--- src/rtl/risc_pkg.sv ---
// Shared definitions for the 16-bit RISC pipeline front end:
// PC width, branch controller state encoding and the stall counts
// each kind of in-flight producer costs a branch in ID.
package risc_pkg;

   localparam int PC_W = 16;

   typedef enum logic {
      ST_RUN   = 1'b0,
      ST_STALL = 1'b1
   } state_t;

   localparam logic [1:0] STALL_NONE     = 2'd0;
   localparam logic [1:0] STALL_EX_LOAD  = 2'd2;
   localparam logic [1:0] STALL_EX_ALU   = 2'd1;
   localparam logic [1:0] STALL_MEM_LOAD = 2'd1;

endpackage

--- src/rtl/branch_ctrl_if.sv ---
// Bundle between the ID stage and the branch controller: decoded
// branch/jump controls and operands in, fetch PC and pipeline
// control strobes out.
interface branch_ctrl_if #(
   parameter int PC_W = risc_pkg::PC_W
) ();

   logic            id_valid;
   logic            is_beq;
   logic            is_bne;
   logic            is_jmp;
   logic            equal;
   logic [PC_W-1:0] pc_id;
   logic [PC_W-1:0] imm;
   logic [PC_W-1:0] jtarget;
   logic            ex_dep;
   logic            ex_load_dep;
   logic            mem_load_dep;
   logic [PC_W-1:0] pc_out;
   logic            stall;
   logic            flush;
   logic            taken;

   modport master (
      output id_valid, is_beq, is_bne, is_jmp, equal,
      output pc_id, imm, jtarget,
      output ex_dep, ex_load_dep, mem_load_dep,
      input  pc_out, stall, flush, taken
   );

   modport slave (
      input  id_valid, is_beq, is_bne, is_jmp, equal,
      input  pc_id, imm, jtarget,
      input  ex_dep, ex_load_dep, mem_load_dep,
      output pc_out, stall, flush, taken
   );

endinterface

--- src/rtl/branch_target_adder.sv ---
// PC-relative branch target: pc_id + 1 + imm, wrapping at 2^PC_W.
module branch_target_adder #(
   parameter int PC_W = 16
) (
   input  logic [PC_W-1:0] pc_id_i,
   input  logic [PC_W-1:0] imm_i,
   output logic [PC_W-1:0] target_o
);

   localparam logic [PC_W-1:0] ONE = {{(PC_W-1){1'b0}}, 1'b1};

   // Offset is relative to the instruction after the branch; overflow
   // is simply dropped so targets wrap around the address space.
   always_comb begin
      target_o = pc_id_i + ONE + imm_i;
   end

endmodule

--- src/rtl/branch_ctrl.sv ---
// Branch resolution and fetch PC sequencing. Resolves BEQ/BNE from
// the ID comparator, redirects on taken branches and jumps (squashing
// the one wrong-path fetch), and holds the pipeline while a branch
// operand is still being produced in EX/MEM.
module branch_ctrl
   import risc_pkg::*;
#(
   parameter int PC_W = risc_pkg::PC_W
) (
   input  logic          clk,
   input  logic          rst,
   branch_ctrl_if.slave  bus
);

   localparam logic [PC_W-1:0] ONE = {{(PC_W-1){1'b0}}, 1'b1};

   state_t          state_q, state_d;
   logic [1:0]      scnt_q, scnt_d;
   logic [PC_W-1:0] pc_q, pc_d;
   logic [PC_W-1:0] brTarget;
   logic            isBranch;
   logic            isJump;
   logic            branchCond;
   logic [1:0]      depCount;
   logic            stallD;
   logic            flushD;
   logic            takenD;

   branch_target_adder #(.PC_W(PC_W)) u_target (
      .pc_id_i  (bus.pc_id),
      .imm_i    (bus.imm),
      .target_o (brTarget)
   );

   // Decode the ID instruction and work out how many cycles the branch
   // must wait; a load still in EX costs more than an ALU op or a load
   // already in MEM. BEQ wins when both branch flags are set.
   always_comb begin
      isBranch   = bus.id_valid & (bus.is_beq | bus.is_bne);
      isJump     = bus.id_valid & bus.is_jmp;
      branchCond = bus.is_beq ? bus.equal : ~bus.equal;
      if (bus.ex_load_dep) begin
         depCount = STALL_EX_LOAD;
      end else if (bus.ex_dep) begin
         depCount = STALL_EX_ALU;
      end else if (bus.mem_load_dep) begin
         depCount = STALL_MEM_LOAD;
      end else begin
         depCount = STALL_NONE;
      end
   end

   // Next-state and control strobes. The RUN cycle that detects the
   // hazard is itself the first stall cycle, so scnt counts only the
   // extra cycles spent in STALL; a one-cycle hazard never leaves RUN
   // and the held branch is simply re-evaluated on the next cycle.
   always_comb begin
      state_d = state_q;
      scnt_d  = scnt_q;
      pc_d    = pc_q + ONE;
      stallD  = 1'b0;
      flushD  = 1'b0;
      takenD  = 1'b0;
      case (state_q)
         ST_RUN: begin
            if (isJump) begin
               pc_d   = bus.jtarget;
               takenD = 1'b1;
               flushD = 1'b1;
            end else if (isBranch && (depCount != STALL_NONE)) begin
               stallD  = 1'b1;
               pc_d    = pc_q;
               scnt_d  = depCount - 2'd1;
               state_d = (depCount > 2'd1) ? ST_STALL : ST_RUN;
            end else if (isBranch && branchCond) begin
               pc_d   = brTarget;
               takenD = 1'b1;
               flushD = 1'b1;
            end
         end
         ST_STALL: begin
            stallD = 1'b1;
            pc_d   = pc_q;
            if (scnt_q <= 2'd1) begin
               scnt_d  = 2'd0;
               state_d = ST_RUN;
            end else begin
               scnt_d = scnt_q - 2'd1;
            end
         end
         default: begin
            state_d = ST_RUN;
            scnt_d  = 2'd0;
         end
      endcase
   end

   // Control strobes are quiet for as long as reset is held.
   always_comb begin
      bus.stall  = stallD & ~rst;
      bus.flush  = flushD & ~rst;
      bus.taken  = takenD & ~rst;
      bus.pc_out = pc_q;
   end

   // State, stall counter and fetch PC; reset overrides any stall or
   // redirect that is in progress.
   always_ff @(posedge clk) begin
      if (rst) begin
         state_q <= ST_RUN;
         scnt_q  <= 2'd0;
         pc_q    <= '0;
      end else begin
         state_q <= state_d;
         scnt_q  <= scnt_d;
         pc_q    <= pc_d;
      end
   end

endmodule

--- src/flat_wrapper.sv ---
// flat-port wrapper written by rule: the top's interface ports become plain ports
module branch_ctrl_flat import risc_pkg::*;
#(
   parameter int PC_W = risc_pkg::PC_W
)
  (clk, rst, bus_id_valid, bus_is_beq, bus_is_bne, bus_is_jmp, bus_equal, bus_pc_id, bus_imm, bus_jtarget, bus_ex_dep, bus_ex_load_dep, bus_mem_load_dep, bus_pc_out, bus_stall, bus_flush, bus_taken);
  branch_ctrl_if #(.PC_W(PC_W)) bus_i ();
  input  logic clk;
  input  logic rst;
  input wire logic [$bits(bus_i.id_valid)-1:0] bus_id_valid;
  input wire logic [$bits(bus_i.is_beq)-1:0] bus_is_beq;
  input wire logic [$bits(bus_i.is_bne)-1:0] bus_is_bne;
  input wire logic [$bits(bus_i.is_jmp)-1:0] bus_is_jmp;
  input wire logic [$bits(bus_i.equal)-1:0] bus_equal;
  input wire logic [$bits(bus_i.pc_id)-1:0] bus_pc_id;
  input wire logic [$bits(bus_i.imm)-1:0] bus_imm;
  input wire logic [$bits(bus_i.jtarget)-1:0] bus_jtarget;
  input wire logic [$bits(bus_i.ex_dep)-1:0] bus_ex_dep;
  input wire logic [$bits(bus_i.ex_load_dep)-1:0] bus_ex_load_dep;
  input wire logic [$bits(bus_i.mem_load_dep)-1:0] bus_mem_load_dep;
  output wire logic [$bits(bus_i.pc_out)-1:0] bus_pc_out;
  output wire logic [$bits(bus_i.stall)-1:0] bus_stall;
  output wire logic [$bits(bus_i.flush)-1:0] bus_flush;
  output wire logic [$bits(bus_i.taken)-1:0] bus_taken;
  assign bus_i.id_valid = bus_id_valid;
  assign bus_i.is_beq = bus_is_beq;
  assign bus_i.is_bne = bus_is_bne;
  assign bus_i.is_jmp = bus_is_jmp;
  assign bus_i.equal = bus_equal;
  assign bus_i.pc_id = bus_pc_id;
  assign bus_i.imm = bus_imm;
  assign bus_i.jtarget = bus_jtarget;
  assign bus_i.ex_dep = bus_ex_dep;
  assign bus_i.ex_load_dep = bus_ex_load_dep;
  assign bus_i.mem_load_dep = bus_mem_load_dep;
  assign bus_pc_out = bus_i.pc_out;
  assign bus_stall = bus_i.stall;
  assign bus_flush = bus_i.flush;
  assign bus_taken = bus_i.taken;
  branch_ctrl #(.PC_W(PC_W)) u_core (.clk(clk), .rst(rst), .bus(bus_i));
endmodule
--- config.mk ---
export PLATFORM = sky130hd
export DESIGN_NAME = branch_ctrl_flat
export DESIGN_NICKNAME = d
export VERILOG_FILES = /design/src/rtl/risc_pkg.sv /design/src/rtl/branch_ctrl_if.sv /design/src/rtl/branch_target_adder.sv /design/src/rtl/branch_ctrl.sv /design/src/flat_wrapper.sv
export SDC_FILE = /design/constraint.sdc
export NUM_CORES = 1
export LEC_CHECK = 0
export ABC_AREA = 1
export BUFFER_PORTS_ARGS = -buffer_cell sky130_fd_sc_hd__buf_2
export CAP_MARGIN = 15
export CORE_UTILIZATION = 56
export DETAILED_ROUTE_END_ITERATION = 16
export PLACE_DENSITY_LB_ADDON = 0.08
export SYNTH_ARGS = -nofsm -noshare
export SYNTH_HDL_FRONTEND = slang
export SYNTH_SLANG_ARGS = --single-unit
export TNS_END_PERCENT = 50
--- constraint.sdc ---
create_clock -name clk -period 3.4 [get_ports clk]
set_clock_uncertainty 0.1 [all_clocks]
set_input_delay 0.51 -clock clk [delete_from_list [all_inputs] [get_ports clk]]
set_output_delay 0.51 -clock clk [all_outputs]
set_load 0.03 [all_outputs]
==> impl_metrics.tcl <==
set metrics [dict create \
    rsz0062_at_grt "no" \
    cts_tree "yes" \
    ctsResizeCount 0 \
    grt_use_total_pct 30.1 \
    drt_iter0_drc 124 \
    wl_per_cell_um 11.4 \
    seqPwrFrac_pct 33.5 \
    cts_setup_buffers 0 \
    crit_arrival_ns 1.95 \
    swShare_pct 43.2 \
    fp-row-count 23 \
    portBuffers 76 \
    syn_inst 405 \
    overflow 0 \
    n_antenna_cell 0 \
    synth_area_per_cell_um2 5.80 \
    placed_cell_area_um2 2760 \
    ys_seq_elements 19 \
    syn_nets 480 \
    synthDominantCellAreaShare_pct 21.2 \
    ir_drop_mv 0.334 \
    synth_cell_types 43 \
    slew_headroom_pct 72.9 \
    grt_max_degree 24 \
    worst_pin_slew_ns 0.406 \
    p_comb_share_pct 47.1 \
    nets 556 \
    cts-htree-levels 1 \
    clk_latency_ns 0.26 \
    synth_area_leaders "nand2_1 (21%), dfxtp_1 (16%), ha_1 (8.5%), nand3_1 (8.1%), inv_1 (7.5%)" \
    start_kind "input pin" \
    async_reset_ff_share_pct 0 \
    power_density_nw_per_um2 297 \
    synth_common_cells "nand2_1 (133), inv_1 (47), nand3_1 (38)" \
    cp_max_fo 17 \
    dpl.hpwl_um 4910 \
    cts-root-buf "clkbuf_8" \
    synth_most_common_cell "nand2_1" \
    status "completed" \
    drc 0 \
    vias 2762 \
    period_share_pct 75.4 \
    p_clk_share_pct 19.4 \
    critPathCaptureType "output pin" \
    clock-sinks 19 \
    slew_violations 0 \
    leakage_uw 0.00154 \
    p_switching_uw 360 \
    fmax_mhz 390 \
    ant_nets 0 \
    area_growth_pct 19.3 \
    wl_um 6040 \
    clkTransAtPathRegs_ns 0.07 \
    clockBufferDepth 2 \
    firstDrtPassIters 5 \
    crit_type "in -> out" \
    yosys_warnings 0 \
    die_w_um 66.8 \
    synth-edff-count 0 \
    final_area_um2 2800 \
    core_um2 4030 \
    hold_viol 0 \
    worstPathRequired_ns 2.79 \
    fin_util_pct 69.6 \
    final-setup-viol-count 0 \
    p_int_uw 473 \
    hold_class "reg -> reg" \
    cts_buffers 3 \
    min_period_ns 2.56 \
    drive_gt1_share_pct 21.5 \
    routed_via_density 5.21 \
    start_util_pct 58.4 \
    seq_area_frac_synth_pct 16.2 \
    gp_congestion 0.903 \
    ioPinCount 77 \
    synth_top_flop_cell "dfxtp_1" \
    antenna_found_initial 0 \
    hold_buffers 0 \
    grt_pass1_vias 2456 \
    synth_top_cell_by_area "nand2_1" \
    die_area_um2 4460 \
    grt_pass1_wl_um 10400 \
    synthesis.area_um2 2350 \
    cap_viol_max_count 0 \
    die_h_um 66.8 \
    setup_tns_ns 0 \
]
[layout by cell type, fill, tap and decap left out, types with 2 or more instances in the layout]
cell type / count
nand2_1: 133
buf_2: 76
inv_1: 47
nand3_1: 38
nor2_1: 32
a21oi_1: 31
dfxtp_1: 19
ha_1: 16
o21ai_0: 15
xor2_1: 7
o21ai_1: 5
nand2_2: 5
xnor2_1: 5
inv_2: 4
nor2_4: 4
nand4_1: 4
or2_0: 4
nor3_1: 4
clkbuf_8: 3
nand3_2: 2
a21oi_2: 2
nor2_2: 2
a31oi_1: 2
and2_1: 2
[area by class of cell]
type                    instances  area (um^2)
fillers                       408         1220
multi-input cells             328         1730
inverters                      52          195
clock buffers                   4         45.0
well taps                      50         62.6
flip-flops and latches         19          380
repair buffers                 77          388
[metal layers]
layer,track usage [%],share of wire [%],vias to the layer above
met5,0,0,-
met4,6.38,0.55,0
met3,4.62,5.5,6
met2,50.4,45,99
met1,40.3,49,1184
li1,-,-,1473
[state kept, by name, indices dropped and copies added (netlist names)]
signal / flops
u_core.state_q: 1
u_core.scnt_q: 2
u_core.bus.pc_out: 16
[power groups by stage]
stage	Sequential, uW	Combinational, uW	Clock [uW]
2_1_floorplan	319	240	0
3_3_place_gp	283	383	0
3_5_place_dp	283	388	0
4_1_cts	279	391	164
5_1_grt	283	448	174
6_report	279	393	162
[worst max-delay path, cell delays in order]
cell      delay, ns
buf_2          0.12
xnor2_1        0.19
nand2_2        0.25
inv_2          0.32
nand2_1        0.09
a21boi_0       0.22
buf_2          0.24
[through the flow]
stage / setup slack, ns / total power, uW / instances / hold WS, ns
floorplan: 0.638 / 560 / 405 / 0.322
global placement: 0.918 / 666 / 526 / 0.332
detailed placement: 0.865 / 672 / 526 / 0.352
CTS: 0.852 / 833 / 530 / 0.364
global route: 0.651 / 905 / 530 / 0.389
finish: 0.837 / 833 / 530 / 0.358
[cells by family (layout without fill, tap and decap cells)]
group	after synthesis	after routing	share of synthesized area, %
AO/OA/AOI/OAI	64	64	15.1
XOR/XNOR	12	12	4.47
adder cells (fa/ha/maj)	17	17	9.37
buffers and inverters	58	133	10.1
flip-flops	19	19	16.2
AND/OR/NAND/NOR	235	235	44.8
[path summary, 6_finish.rpt]
check / startpoint / to / slack (ns) / depth (start not counted)
worst max-delay path: bus_is_beq / bus_taken / 0.84 / 7
worst min-delay path: u_core.scnt_q[1] / u_core.scnt_q[1] / 0.36 / 2
worst max register to register: u_core.bus.pc_out[0] / u_core.bus.pc_out[8] / 1.71 / 9
worst min register to register: u_core.scnt_q[1] / u_core.scnt_q[1] / 0.36 / 2
No activity file was read; power rests on OpenSTA's default activity.
